File: src/rtl/debug_log_uart_dump.sv
// Dumps a snapshot of a packed debug log as uppercase hex text over a UART 8N1 line.
// Each entry is sent as hex digits plus a space; the dump ends with CR LF.
module debug_log_uart_dump #(
  parameter int W            = 5,
  parameter int DEPTH        = 32,
  parameter int ADDR_W       = $clog2(DEPTH),
  parameter int CLKS_PER_BIT = 868
) (
  input  logic                 clk,
  input  logic                 rstn,
  input  logic                 dump_req,
  input  logic [W*DEPTH-1:0]   mem_flat,
  input  logic [ADDR_W:0]      count,
  output logic                 uart_tx,
  output logic                 busy,
  output logic                 done
);

  localparam int HEX_DIGITS = (W + 3) / 4;
  localparam int DIG_W      = (HEX_DIGITS > 1) ? $clog2(HEX_DIGITS) : 1;
  localparam int BAUD_W     = (CLKS_PER_BIT > 1) ? $clog2(CLKS_PER_BIT) : 1;

  localparam logic [BAUD_W-1:0] BAUD_LAST = BAUD_W'(CLKS_PER_BIT - 1);
  localparam logic [DIG_W-1:0]  DIG_LAST  = DIG_W'(HEX_DIGITS - 1);
  localparam logic [ADDR_W:0]   DEPTH_C   = (ADDR_W + 1)'(DEPTH);

  typedef enum logic [2:0] {IDLE, DIGIT, SEP, CR, LF} ctrl_t;
  typedef enum logic [1:0] {B_IDLE, B_START, B_DATA, B_STOP} bit_t;

  ctrl_t                ctrl;
  bit_t                 phase;
  logic                 req_q;
  logic [W*DEPTH-1:0]   snap_mem;
  logic [ADDR_W:0]      snap_cnt;
  logic [ADDR_W:0]      entry;
  logic [DIG_W-1:0]     digit;
  logic [BAUD_W-1:0]    baud;
  logic [2:0]           bitn;
  logic [7:0]           shreg;

  ctrl_t                nxt_ctrl;
  logic [ADDR_W:0]      nxt_entry;
  logic [DIG_W-1:0]     nxt_digit;
  ctrl_t                sel_ctrl;
  logic [ADDR_W:0]      sel_entry;
  logic [DIG_W-1:0]     sel_digit;
  logic [4*HEX_DIGITS-1:0] ext;
  logic [4*HEX_DIGITS-1:0] shifted;
  logic [3:0]           nib;
  logic [7:0]           tx_char;
  logic [ADDR_W:0]      cnt_clamp;
  logic                 req_edge;

  assign req_edge  = dump_req & ~req_q;
  assign cnt_clamp = (count > DEPTH_C) ? DEPTH_C : count;

  // ctrl names the character currently on the line; nxt_* is the one after it
  always_comb begin
    nxt_ctrl  = ctrl;
    nxt_entry = entry;
    nxt_digit = digit;
    case (ctrl)
      DIGIT: begin
        if (digit == DIG_LAST) begin
          nxt_ctrl  = SEP;
          nxt_digit = '0;
        end else begin
          nxt_digit = digit + 1'b1;
        end
      end
      SEP: begin
        if (entry + 1'b1 == snap_cnt) begin
          nxt_ctrl = CR;
        end else begin
          nxt_ctrl  = DIGIT;
          nxt_entry = entry + 1'b1;
        end
      end
      CR:      nxt_ctrl = LF;
      default: nxt_ctrl = ctrl;
    endcase
  end

  // The first character of a dump loads from the current state; later ones
  // load from the successor state at the end of the previous stop bit.
  always_comb begin
    sel_ctrl  = (phase == B_IDLE) ? ctrl  : nxt_ctrl;
    sel_entry = (phase == B_IDLE) ? entry : nxt_entry;
    sel_digit = (phase == B_IDLE) ? digit : nxt_digit;
    ext       = '0;
    ext[W-1:0] = snap_mem[W*int'(sel_entry) +: W];
    shifted   = ext >> (4 * (DIG_LAST - sel_digit));
    nib       = shifted[3:0];
    case (sel_ctrl)
      DIGIT:   tx_char = (nib < 4'd10) ? (8'h30 + {4'h0, nib}) : (8'h37 + {4'h0, nib});
      SEP:     tx_char = 8'h20;
      CR:      tx_char = 8'h0D;
      LF:      tx_char = 8'h0A;
      default: tx_char = '1;
    endcase
  end

  always_ff @(posedge clk or negedge rstn) begin
    if (!rstn) begin
      ctrl     <= IDLE;
      phase    <= B_IDLE;
      req_q    <= 1'b0;
      snap_mem <= '0;
      snap_cnt <= '0;
      entry    <= '0;
      digit    <= '0;
      baud     <= '0;
      bitn     <= '0;
      shreg    <= '0;
      uart_tx  <= 1'b1;
      busy     <= 1'b0;
      done     <= 1'b0;
    end else begin
      req_q <= dump_req;
      done  <= 1'b0;
      case (phase)
        B_IDLE: begin
          if (ctrl == IDLE) begin
            if (req_edge && !done) begin
              snap_mem <= mem_flat;
              snap_cnt <= cnt_clamp;
              entry    <= '0;
              digit    <= '0;
              busy     <= 1'b1;
              ctrl     <= (cnt_clamp == '0) ? CR : DIGIT;
            end
          end else begin
            uart_tx <= 1'b0;
            shreg   <= tx_char;
            baud    <= '0;
            phase   <= B_START;
          end
        end
        B_START: begin
          if (baud == BAUD_LAST) begin
            baud    <= '0;
            bitn    <= '0;
            uart_tx <= shreg[0];
            shreg   <= shreg >> 1;
            phase   <= B_DATA;
          end else begin
            baud <= baud + 1'b1;
          end
        end
        B_DATA: begin
          if (baud == BAUD_LAST) begin
            baud <= '0;
            if (bitn == 3'd7) begin
              uart_tx <= 1'b1;
              phase   <= B_STOP;
            end else begin
              bitn    <= bitn + 1'b1;
              uart_tx <= shreg[0];
              shreg   <= shreg >> 1;
            end
          end else begin
            baud <= baud + 1'b1;
          end
        end
        default: begin
          if (baud == BAUD_LAST) begin
            baud <= '0;
            if (ctrl == LF) begin
              phase <= B_IDLE;
              ctrl  <= IDLE;
              busy  <= 1'b0;
              done  <= 1'b1;
            end else begin
              ctrl    <= nxt_ctrl;
              entry   <= nxt_entry;
              digit   <= nxt_digit;
              shreg   <= tx_char;
              uart_tx <= 1'b0;
              phase   <= B_START;
            end
          end else begin
            baud <= baud + 1'b1;
          end
        end
      endcase
    end
  end

endmodule

File: config.mk
export PLATFORM = sky130hd
export DESIGN_NAME = debug_log_uart_dump
export DESIGN_NICKNAME = d
export VERILOG_FILES = /design/src/rtl/debug_log_uart_dump.sv
export SDC_FILE = /design/constraint.sdc
export NUM_CORES = 1
export LEC_CHECK = 0
export CAP_MARGIN = 0
export CORE_MARGIN = 2
export CORE_UTILIZATION = 60
export DETAILED_ROUTE_END_ITERATION = 6
export PLACE_DENSITY = 0.95
export REMOVE_ABC_BUFFERS = 1
export SYNTH_ARGS = -nofsm -noshare
export SYNTH_HDL_FRONTEND = slang
export SYNTH_SLANG_ARGS = --single-unit
File: constraint.sdc
create_clock -name clk -period 8.8 [get_ports clk]
set_clock_uncertainty 0.2 [all_clocks]
set_input_delay 1.76 -clock clk [delete_from_list [all_inputs] [get_ports clk]]
set_output_delay 1.76 -clock clk [all_outputs]
set_load 0.02 [all_outputs]
==> key figures, run 1 <==
Run status
  – Outcome: finished, violations left
  – Failing checks: DRC

STA
  – RSZ-0062 raised after global routing: no
  – Setup-failing EPs final: 0
  – Max-slew violation count: 0
  – Worst Tran Pin Value: about 1.4 ns
  – Final hold violation count: 0
  – Fin crit share: a little over two thirds
  – Final Worst Setup Slack: ~2.7 ns
  – Period minus WS final: around 6.1 ns
  – Slew headroom: under 10%
  – Max Freq: around 0.16 GHz

Final layout
  – ANT cells: 0
  – Multi-input gate area: between 0.007 and 0.008 mm2
  – Layout Nets: 1,464
  – Layout area overhead: 19.22%
  – Fraction of layout cells with a size suffix above 1: between 20% and 30%
  – Final instance area: about 0.015 mm2
  – Register Area: around 0.0051 mm2
  – Fillers: roughly 1,400

Placement
  – Number of port buffers: roughly 170
  – DPL Wire Length: 23,330 um
  – Pre-CTS worst setup slack: roughly 2.8 ns
  – DP Area: 0.01429 mm2
  – Final GP Congestion: between 0.9 and 1

Route
  – Pre-antenna DRT Iters: 7
  – WL/cell: 22.13 um
  – DR vias/cell: 7.037
  – Routed Antenna Nets: 0
  – DRC: 3
  – Final WL: around 35,000 um
  – Initial DRC Count: roughly 1,500
  – Via count: 11,090

Setup path
  – Reg-to-reg startpoint: entry[1]$_DFFE_PN0P_
  – Setup crit end kind: register
  – Crit path required time: about 9.0 ns
  – CP arrival: around 6.3 ns
  – Crit Path Max Fanout: 28
  – Register-to-Register Path Depth: 16
  – Worst Setup Start Kind: register
  – WS Path Type: reg -> reg
  – Worst R2R Setup Slack: ~2.7 ns
  – Worst R2R End: shreg[6]$_DFFE_PN0P_

Hold path
  – Hold Crit Endpoint: shreg[6]$_DFFE_PN0P_
  – HP Class: reg -> reg
  – Beginning of the worst hold path: shreg[6]$_DFFE_PN0P_
  – Min-Delay Path Depth: 2

Pwr
  – P per Cell Area: a little under 300 mW/mm2
  – Total power: ~0.0044 W
  – Max VDD drop: ~0.18 mV
  – Leak: roughly 6 nW

Global route
  – Largest net degree at the start of global routing: roughly 170
  – Initial antenna violation count: 0
  – Number of global-route vias before repair: between 10,000 and 15,000
  – Global Route Usage Sum: 31.55%
  – GRT overflow: 0
  – First-pass GRT wire length: ~56,000 um

Clock tree
  – Clock sink count: between 200 and 250
  – Clk Latency, worst-skew pair: roughly 0.52 ns
  – Hold_buf cts: 0
  – Reg clk slew, reported paths: approximately 0.060 ns
  – CTS Buf Count: 22
  – Max clock buf depth: 3
  – Clock Root Buffer: clkbuf_16
  – Post-CTS Setup Inserts: 0
  – CTS tree: built
  – Post_cts resized: 0
  – H-tree levels: 1

Yosys
  – Yosys warns: 0
  – Unique masters post-synth: 85
  – Post-Synthesis Cell Area: about 0.013 mm2
  – Prevailing post-synth register cell: dfrtp_1
  – EDFF count, synth: 0
  – Synth Instances: approximately 1,200
  – Share of flip-flops with an asynchronous set or reset: between 90% and 100%
  – Syn avg cell area: roughly 11 um2
  – Post-synthesis sequential area ratio: roughly two fifths
  – Flops & latches, synth: ~200

Die
  – # IOs: 172
  – Core ar.: 0.02082 mm2
  – Die Height: around 150 um
  – Die Wd: ~150 um
  – Die ar.: about 0.022 mm2
  – Core Rows: 53
  – Initial Util: roughly three fifths

Flow run
  – Max Cap Viol: 0
-- worst max-delay path: stages (launching register included) --
cell	delay [ns]
dfrtp_1	0.95
ha_1	0.62
xnor2_1	0.26
nand2_1	0.16
or2_1	0.39
nor4_4	0.68
or2_1	0.50
buf_4	0.42
a221oi_1	0.15
a22o_1	0.25
a311oi_1	0.28
a32oi_1	0.09
o211a_1	0.30
ha_1	0.21
o22ai_1	0.24
o2111ai_1	0.16
o311ai_1	0.12
-- layer usage --
layer / GRT usage (%) / wire length (um)
met2: 52.47 / 16770
met1: 41.90 / 13190
met4: 11.67 / 1482
met3: 5.199 / 3426
met5: 0 / 0
-- state kept, by name, summed over array words and instances, names as in the netlist, 2 cells and up --
| signal | flops |
|---|---|
| snap_mem | 160 |
| snap_cnt | 6 |
| phase | 2 |
| shreg | 8 |
| entry | 6 |
| baud | 10 |
| ctrl | 3 |
| bitn | 3 |
-- synth_stat cells, types with 7 or more instances --
| library cell | n | area (um2) |
|---|---|---|
| o21ai_0 | 65 | 325.3 |
| a211oi_1 | 13 | 97.59 |
| mux2_2 | 166 | 1869 |
| buf_2 | 20 | 100.1 |
| nand3_1 | 27 | 135.1 |
| dfrtp_1 | 202 | 5055 |
| nor3_1 | 13 | 65.06 |
| nand2b_1 | 17 | 106.4 |
| buf_4 | 8 | 60.06 |
| mux2i_1 | 15 | 150.1 |
| nor2_1 | 77 | 289.0 |
| xnor2_1 | 8 | 70.07 |
| a22o_1 | 17 | 148.9 |
| nand2_1 | 82 | 307.8 |
| clkbuf_1 | 57 | 214.0 |
| a221oi_1 | 108 | 945.9 |
| a221o_1 | 17 | 170.2 |
| a22oi_1 | 7 | 52.55 |
| ha_1 | 10 | 125.1 |
| inv_1 | 11 | 41.29 |
| and3_1 | 11 | 68.82 |
| buf_1 | 12 | 45.04 |
| a21oi_1 | 26 | 130.1 |
| a211o_1 | 7 | 61.31 |
| a31oi_1 | 14 | 87.58 |
| mux4_2 | 20 | 450.4 |
-- stage by stage --
stage | instances | hold WS (ns) | setup TNS, ns | utilization [%]
global route | 1576 | 0.3202 | 0 | 72.11
detailed placement | 1536 | 0.2750 | 0 | 68.61
finish | 1576 | 0.3022 | 0 | 72.11
CTS | 1576 | 0.2886 | 0 | 72.11
floorplan | 1080 | 0.2484 | -0.6039 | -
global placement | 1536 | 0.2634 | 0 | 68.61
-- layout make-up --
cell class | instances | share of cell area (%)
inverters | 11 | 0.2750
clock inverters | 11 | 0.6833
clock buffers | 29 | 4.175
well taps | 275 | 2.291
flip-flops and latches | 203 | 33.86
multi-input cells | 866 | 46.70
repair buffers | 181 | 12.01
-- power breakdown --
group          internal [W]  switching, W  leakage, nW
clock              0.000535      0.000383        0.367
combinational      0.000846      0.000744         3.19
sequential          0.00136      0.000513         2.48
-- how the worst max path moves through the flow --
stage	from	to	slack (ns)	cells after the start
floorplan	dump_req	entry[3]$_DFFE_PN0P_	-0.23	6
global placement	entry[1]$_DFFE_PN0P_	shreg[6]$_DFFE_PN0P_	3.07	16
detailed placement	entry[1]$_DFFE_PN0P_	shreg[6]$_DFFE_PN0P_	2.81	16
CTS	entry[1]$_DFFE_PN0P_	shreg[2]$_DFFE_PN0P_	2.82	13
global route	entry[1]$_DFFE_PN0P_	shreg[2]$_DFFE_PN0P_	2.36	13
finish	entry[1]$_DFFE_PN0P_	shreg[6]$_DFFE_PN0P_	2.69	16
-- kinds of logic (layout without fill, tap and decap cells) --
kind of cell             count (synthesis)  after routing  share of synthesized area [%]
AO/OA/AOI/OAI                          362            362                          22.45
XOR/XNOR                                20             20                          1.749
adder cells (fa/ha/maj)                 10             10                         0.9934
buffers and inverters                  113            232                          4.103
flip-flops                             203            203                          40.34
multiplexers                           201            201                          19.61
AND/OR/NAND/NOR                        273            273                          10.75
-- placed cells by master, fill, tap and decap left out, types with 7 or more instances in the layout --
cell type / n
nor3_1: 13
a31oi_1: 14
nand2_1: 81
a21oi_1: 26
nand2b_1: 17
a211o_1: 7
nor2_1: 77
mux4_2: 20
a221oi_1: 108
a211oi_1: 13
and3_1: 10
mux2i_1: 15
dfrtp_1: 201
clkbuf_16: 22
mux2_2: 166
nand3_1: 27
buf_4: 9
o21ai_0: 65
ha_1: 10
a22oi_1: 7
xnor2_1: 8
a221o_1: 17
a22o_1: 17
inv_1: 10
clkdlybuf4s50_1: 170
No activity file was read; power rests on OpenSTA's default activity.
==> run 2: changes to the inputs <==
--- a/config.mk
+++ b/config.mk
@@ -7,9 +7,9 @@
 export LEC_CHECK = 0
 export CAP_MARGIN = 0
 export CORE_MARGIN = 2
-export CORE_UTILIZATION = 60
+export CORE_UTILIZATION = 56
 export DETAILED_ROUTE_END_ITERATION = 6
-export PLACE_DENSITY = 0.95
+export PLACE_DENSITY = 0.9
 export REMOVE_ABC_BUFFERS = 1
 export SYNTH_ARGS = -nofsm -noshare
 export SYNTH_HDL_FRONTEND = slang
==> constraint.sdc (replaced) <==
create_clock -name clk -period 5.75 [get_ports clk]
set_clock_uncertainty 0.2 [all_clocks]
set_input_delay 1.15 -clock clk [delete_from_list [all_inputs] [get_ports clk]]
set_output_delay 1.15 -clock clk [all_outputs]
set_load 0.02 [all_outputs]
==> run 2 against run 1 <==
The flow now finishes without violations. Via count is 0.69% lower. Cell count is 1.2% higher. Clock power is 87% higher. Global-route usage is 2.3 points lower. Sequential power is 50% higher. Combinational power is 55% higher. First-iteration DRC count is 25% lower. Design area is 2.0% higher. Largest cell class unchanged.
==> key figures, run 2 (synthesized netlist as in run 1, its figures left out) <==
Die
  – Die Height: 154.0 um (+3.4%)
  – # IOs: 172 (unchanged)
  – Initial Util: 57.36% (-3.1 points)
  – Core ar.: 0.02196 mm2 (+5.5%)
  – Die ar.: 0.02371 mm2 (+6.9%)
  – Die Wd: 154.0 um (+3.4%)
  – Core Rows: 54 (+1.9%)

Final layout
  – Final cell count without fillers: 1,595 (+1.2%)
  – Final instance area: 0.01532 mm2 (+2.0%)
  – Fillers: 1,496 (+7.9%)
  – ANT cells: 0 (unchanged)
  – Top reg by flops: snap_mem
  – Most frequent cells in the layout: dfrtp_1 (201), clkdlybuf4s50_1 (170), mux2_2 (166), a221oi_1 (108), nand2_1 (81)
  – Layout Nets: 1,478 (+0.96%)
  – Most common cell after layout, fill and taps aside: dfrtp_1
  – Layout area overhead: 21.67%
  – Biggest regs: snap_mem: 160 flops, baud: 10 flops, shreg: 8 flops
  – Fraction of layout cells with a size suffix above 1: 21.75% (+0.92 points)
  – Number of flip-flops in the largest register: 160 (unchanged)

Setup path
  – Worst Setup Start Kind: register
  – Largest delay contributor family on the critical path: compound AO/OA/AOI/OAI gates
  – WP buf/inv: 0 (-1)
  – Cell breakdown of the critical path: and4_1 > nand3_1 > a211o_1 > o21ai_2 > a21boi_4 > a211o_1 > a221oi_1 > o21ai_0 > a21oi_1 > o211a_1 > ha_1 > nand2_1 > or3_1 > a31oi_1
  – WS Path Type: reg -> reg
  – Setup crit end kind: register
  – Worst path slowest cell: dfrtp_1
  – Delay of the slowest critical-path stage: 0.77 ns (-0.18 ns)
  – Crit path required time: 6.00 ns (-3.00 ns)
  – Crit path top cell by count: a211o_1
  – Crit Path Max Fanout: 22 (-21%)
  – CP arrival: 5.44 ns (-0.87 ns)

STA
  – Max-slew violation count: 0 (unchanged)
  – Period minus WS final: 5.191 ns (-0.9147 ns)
  – Worst Tran Pin Value: 1.006 ns (-0.3470 ns)
  – Final hold violation count: 0 (unchanged)
  – Max Freq: 0.1926 GHz (+18%)
  – Setup TNS Final: 0 ns (unchanged)
  – Final Worst Setup Slack: 0.5591 ns (-2.135 ns)
  – Slew headroom: 32.94% (+23 points)
  – Fin crit share: 90.28% (+21 points)
  – Setup-failing EPs final: 0 (unchanged)
  – RSZ-0062 raised after global routing: no

Clock tree
  – H-tree levels: 1 (unchanged)
  – Max clock buf depth: 3 (unchanged)
  – CTS Buf Count: 23 (+4.5%)
  – Clock Root Buffer: clkbuf_16
  – CTS tree: built
  – Clk Latency, worst-skew pair: 0.54 ns (+0.02 ns)
  – Reg clk slew, reported paths: 0.06 ns (about the same)
  – Post_cts resized: 0 (unchanged)
  – Clock sink count: 203 (unchanged)
  – Post-CTS Setup Inserts: 0 (unchanged)
  – Hold_buf cts: 0 (unchanged)

Pwr
  – Leak: 6.184 nW (+2.4%)
  – P per Cell Area: 456.5 mW/mm2 (+57%)
  – Share of total power in combinational logic: 35.2% (-1.1 points)
  – Switching Power: 0.002505 W (+53%)
  – Total power: 0.006995 W (+60%)
  – Internal cell power: 0.004490 W (+64%)
  – Sw frac: 35.81% (-1.7 points)
  – Clock network power share: 24.6% (+3.6 points)
  – Flop pwr share: 40.2% (-2.5 points)
  – Max VDD drop: 0.2637 mV (+48%)

Global route
  – Initial antenna violation count: 0 (unchanged)
  – First-pass GRT wire length: 56,010 um (-0.44%)
  – Number of global-route vias before repair: 10,495 (-1.3%)
  – Largest net degree at the start of global routing: 172 (-0.58%)
  – Global Route Usage Sum: 29.20% (-2.3 points)
  – GRT overflow: 0 (unchanged)

Placement
  – DP Area: 0.01443 mm2 (+0.99%)
  – Post-placement cell count: 1,554 (+1.2%)
  – DPL Wire Length: 24,010 um (+2.9%)
  – Number of port buffers: 171 (unchanged)
  – Final GP Congestion: 0.9566 (+2.2%)
  – Pre-CTS worst setup slack: 0.7458 ns (-2.064 ns)

Run status
  – Outcome: completed

Route
  – Pre-antenna DRT Iters: 6 (-1)
  – Initial DRC Count: 1,107 (-25%)
  – Final WL: 35,290 um (+1.2%)
  – Via count: 11,014 (-0.69%)
  – WL/cell: 22.12 um (about the same)
  – DR vias/cell: 6.905 (-1.9%)
  – DRC: 0 (-3)
  – Routed Antenna Nets: 0 (unchanged)

Flow run
  – Max Cap Viol: 0 (unchanged)

Hold path
  – HP Class: reg -> reg
## run 2: worst min-delay path, cell delays in order, from the launching register on
cell and delay (ns):
dfrtp_1 0.35, nand2_1 0.05, o311ai_1 0.07
## run 2: area by class of cell
type                       count  area, um2  share of cell area (%)
timing repair buffer         194       1938                   12.65
multi-input combinational    866       7013                   45.77
sequential                   203       5085                   33.18
tap                          280      350.3                   2.286
inverter                      11      41.29                  0.2695
clock buffer                  28      634.4                   4.140
clock inverter                13      261.5                   1.707
## run 2: per-layer routing
| metal | share of wire [%] | track usage [%] | up-vias | wire length [um] |
|---|---|---|---|---|
| met4 | 2.9 | 8.767 | 0 | 1025 |
| met3 | 8.5 | 4.481 | 101 | 2996 |
| met2 | 48 | 48.17 | 658 | 16930 |
| met1 | 41 | 40.15 | 5397 | 14340 |
| li1 | - | - | 4858 | - |
| met5 | 0 | 0 | - | 0 |
## run 2: power groups by stage
| stage | logic [W] | registers, W | clock network [W] |
|---|---|---|---|
| floorplan | 0.00183 | 0.00255 | 0 |
| global placement | 0.00232 | 0.00271 | 0 |
| detailed placement | 0.00241 | 0.00278 | 0 |
| CTS | 0.00245 | 0.00277 | 0.00174 |
| global route | 0.00268 | 0.00288 | 0.00180 |
| finish | 0.00246 | 0.00281 | 0.00172 |
## run 2: metrics by stage
step	util, %	hold WS [ns]
floorplan	-	0.2484
global route	69.78	0.3273
finish	69.78	0.3117
detailed placement	65.70	0.2861
CTS	69.78	0.3004
global placement	65.70	0.2736
## run 2: path summary, 6_finish.rpt
| check | start | endpoint | slack [ns] | cells past startpoint |
|---|---|---|---|---|
| setup / recovery | entry[3]$_DFFE_PN0P_ | shreg[2]$_DFFE_PN0P_ | 0.56 | 14 |
| hold / removal | shreg[6]$_DFFE_PN0P_ | shreg[6]$_DFFE_PN0P_ | 0.31 | 2 |
| setup reg to reg | entry[3]$_DFFE_PN0P_ | shreg[2]$_DFFE_PN0P_ | 0.56 | 14 |
| hold reg to reg | shreg[6]$_DFFE_PN0P_ | shreg[6]$_DFFE_PN0P_ | 0.31 | 2 |
| max in group asynchronous | rstn | entry[0]$_DFFE_PN0P_ | 3.82 | 2 |
| min in group asynchronous | rstn | snap_mem[34]$_DFFE_PN0P_ | 0.48 | 1 |
==> run 3: changes to the inputs <==
--- a/config.mk
+++ b/config.mk
@@ -11,6 +11,7 @@
 export DETAILED_ROUTE_END_ITERATION = 6
 export PLACE_DENSITY = 0.9
 export REMOVE_ABC_BUFFERS = 1
+export SETUP_SLACK_MARGIN = 0.5
 export SYNTH_ARGS = -nofsm -noshare
 export SYNTH_HDL_FRONTEND = slang
 export SYNTH_SLANG_ARGS = --single-unit
==> run 3 against run 2 <==
Die area did not move. Non-clock buffer count did not move. Sequential share of layout area barely moved. Routed wire length barely moved. Worst hold slack got worse by 0.0055 ns. Count of clock-buffer cells in the layout did not move. Flip-flop and latch count did not move. Via count barely moved. Maximum frequency rose by 4.0%. Utilization rose by 0.080 points. First-iteration DRC count fell by 1.4%.
==> key figures, run 3 (synthesized netlist as in run 1, its figures left out) <==
Final layout
  – Biggest regs: snap_mem: 160 flops, baud: 10 flops, shreg: 8 flops
  – Most common cell after layout, fill and taps aside: dfrtp_1
  – ANT cells: 0 (unchanged)
  – Number of flip-flops in the largest register: 160 (unchanged)
  – Layout area overhead: 21.81%
  – Top reg by flops: snap_mem
  – Final instance area: 0.01534 mm2 (+0.11%)
  – Layout Nets: 1,478 (unchanged)
  – Most frequent cells in the layout: dfrtp_1 (200), clkdlybuf4s50_1 (170), mux2_2 (166), a221oi_1 (108), nand2_1 (81)
  – Final cell count without fillers: 1,595 (unchanged)
  – Fraction of layout cells with a size suffix above 1: 21.83% (+0.076 points)

Die
  – Core Rows: 54 (unchanged)
  – Die ar.: 0.02371 mm2 (unchanged)
  – Core ar.: 0.02196 mm2 (unchanged)
  – Die Wd: 154.0 um (unchanged)
  – # IOs: 172 (unchanged)
  – Initial Util: 57.36% (unchanged)
  – Die Height: 154.0 um (unchanged)

Clock tree
  – Hold_buf cts: 0 (unchanged)
  – Post-CTS Setup Inserts: 0 (unchanged)
  – Reg clk slew, reported paths: 0.06 ns (about the same)
  – Clk Latency, worst-skew pair: 0.54 ns (about the same)
  – CTS Buf Count: 23 (unchanged)
  – CTS tree: built
  – Max clock buf depth: 3 (unchanged)
  – Clock Root Buffer: clkbuf_16
  – H-tree levels: 1 (unchanged)
  – Clock sink count: 203 (unchanged)
  – Post_cts resized: 0 (unchanged)

Placement
  – Number of port buffers: 171 (unchanged)
  – DP Area: 0.01443 mm2 (unchanged)
  – Post-placement cell count: 1,554 (unchanged)
  – Final GP Congestion: 0.9566 (unchanged)
  – DPL Wire Length: 24,010 um (unchanged)

Setup path
  – Crit path required time: 5.97 ns (-0.03 ns)
  – Worst Setup Start Kind: register
  – CP arrival: 5.21 ns (-0.23 ns)
  – Setup crit end kind: register
  – Critical path origin: ctrl[2]$_DFFE_PN0P_
  – Reg-to-reg startpoint: ctrl[2]$_DFFE_PN0P_
  – Crit path capture: shreg[6]$_DFFE_PN0P_
  – Crit Path Max Fanout: 32 (+45%)
  – Register-to-Register Path Depth: 15 (+1)
  – Worst R2R Setup Slack: 0.76 ns (+0.20 ns)
  – Worst R2R End: shreg[6]$_DFFE_PN0P_
  – WS Path Type: reg -> reg

STA
  – Period minus WS final: 4.994 ns (-0.1974 ns)
  – Final hold violation count: 0 (unchanged)
  – Worst Tran Pin Value: 1.073 ns (+0.06724 ns)
  – Slew headroom: 28.46% (-4.5 points)
  – RSZ-0062 raised after global routing: no
  – Max-slew violation count: 0 (unchanged)
  – Setup-failing EPs final: 0 (unchanged)
  – WHS: 0.3062 ns (-0.005461 ns)
  – Max Freq: 0.2003 GHz (+4.0%)
  – Fin crit share: 86.84% (-3.4 points)

Route
  – Initial DRC Count: 1,092 (-1.4%)
  – Final WL: 35,270 um (about the same)
  – DR vias/cell: 6.900 (about the same)
  – Routed Antenna Nets: 0 (unchanged)
  – WL/cell: 22.11 um (about the same)
  – Via count: 11,005 (-0.082%)
  – Pre-antenna DRT Iters: 6 (unchanged)
  – DRC: 0 (unchanged)

Pwr
  – Leak: 6.185 nW (about the same)
  – Total power: 0.007001 W (about the same)
  – Max VDD drop: 0.2630 mV (-0.28%)
  – P per Cell Area: 456.4 mW/mm2 (about the same)

Hold path
  – HP Class: reg -> reg

Global route
  – First-pass GRT wire length: 56,010 um (unchanged)
  – Number of global-route vias before repair: 10,495 (unchanged)
  – GRT overflow: 0 (unchanged)
  – Global Route Usage Sum: 29.20% (unchanged)
  – Largest net degree at the start of global routing: 172 (unchanged)
  – Initial antenna violation count: 0 (unchanged)

Flow run
  – Max Cap Viol: 0 (unchanged)

Run status
  – Outcome: completed
==> run 3: cell types whose count changed in the layout (fill, tap and decap cells not counted) <==
cell,delta
dfrtp_1,-1
dfrtp_2,+1
a2111oi_1,+1
o21ai_4,+2
o21ai_2,-2
a2111oi_0,-1
==> run 3: how the worst min path moves through the flow <==
stage	start	end	slack (ns)	depth (start not counted)
after floorplan	shreg[6]$_DFFE_PN0P_	shreg[6]$_DFFE_PN0P_	0.25	2
after global placement	shreg[6]$_DFFE_PN0P_	shreg[6]$_DFFE_PN0P_	0.27	2
after detailed placement	shreg[6]$_DFFE_PN0P_	shreg[6]$_DFFE_PN0P_	0.29	2
after CTS	shreg[6]$_DFFE_PN0P_	shreg[6]$_DFFE_PN0P_	0.30	2
after global routing	shreg[5]$_DFFE_PN0P_	shreg[5]$_DFFE_PN0P_	0.33	1
final	shreg[6]$_DFFE_PN0P_	shreg[6]$_DFFE_PN0P_	0.31	2
==> run 3: cell type report <==
class	instances	area, um2
well taps	280	350.3
inverters	11	41.29
clock buffers	28	634.4
flip-flops and latches	203	5086
fillers	1492	6618
repair buffers	194	1938
multi-input cells	866	7029
clock inverters	13	261.5
==> run 3: where the power goes <==
group / total, W / switching (W) / internal (W)
sequential: 0.00281 / 0.000733 / 0.00207
combinational: 0.00247 / 0.00116 / 0.00131
clock: 0.00172 / 0.000621 / 0.00110
==> run 3: metal layers <==
metal / vias to the layer above / global-route usage (%) / wire length, um
met4: 0 / 8.767 / 1003
li1: 4856 / - / -
met1: 5385 / 40.15 / 14240
met5: - / 0 / 0
met3: 105 / 4.481 / 2969
met2: 659 / 48.17 / 17060
==> run 3: per-stage QoR <==
step	setup TNS (ns)	utilization (%)	setup slack (ns)
final	0	69.86	0.7565
after global routing	0	69.86	0.5000
after CTS	0	69.78	0.7067
after detailed placement	0	65.70	0.7458
after global placement	0	65.70	0.8303
after floorplan	-385.47	-	-2.690
==> run 3: critical path, stage by stage, from the launching register on <==
cell       delay, ns
dfrtp_1         0.52
nand2b_1        0.28
nor3_2          0.72
and3_2          0.77
buf_4           0.39
a221oi_1        0.13
nor2_1          0.16
a2111oi_1       0.07
a211oi_1        0.29
or4_1           0.18
a32oi_1         0.05
o211a_1         0.34
ha_1            0.23
o22ai_1         0.25
o2111ai_1       0.16
o311ai_1        0.12
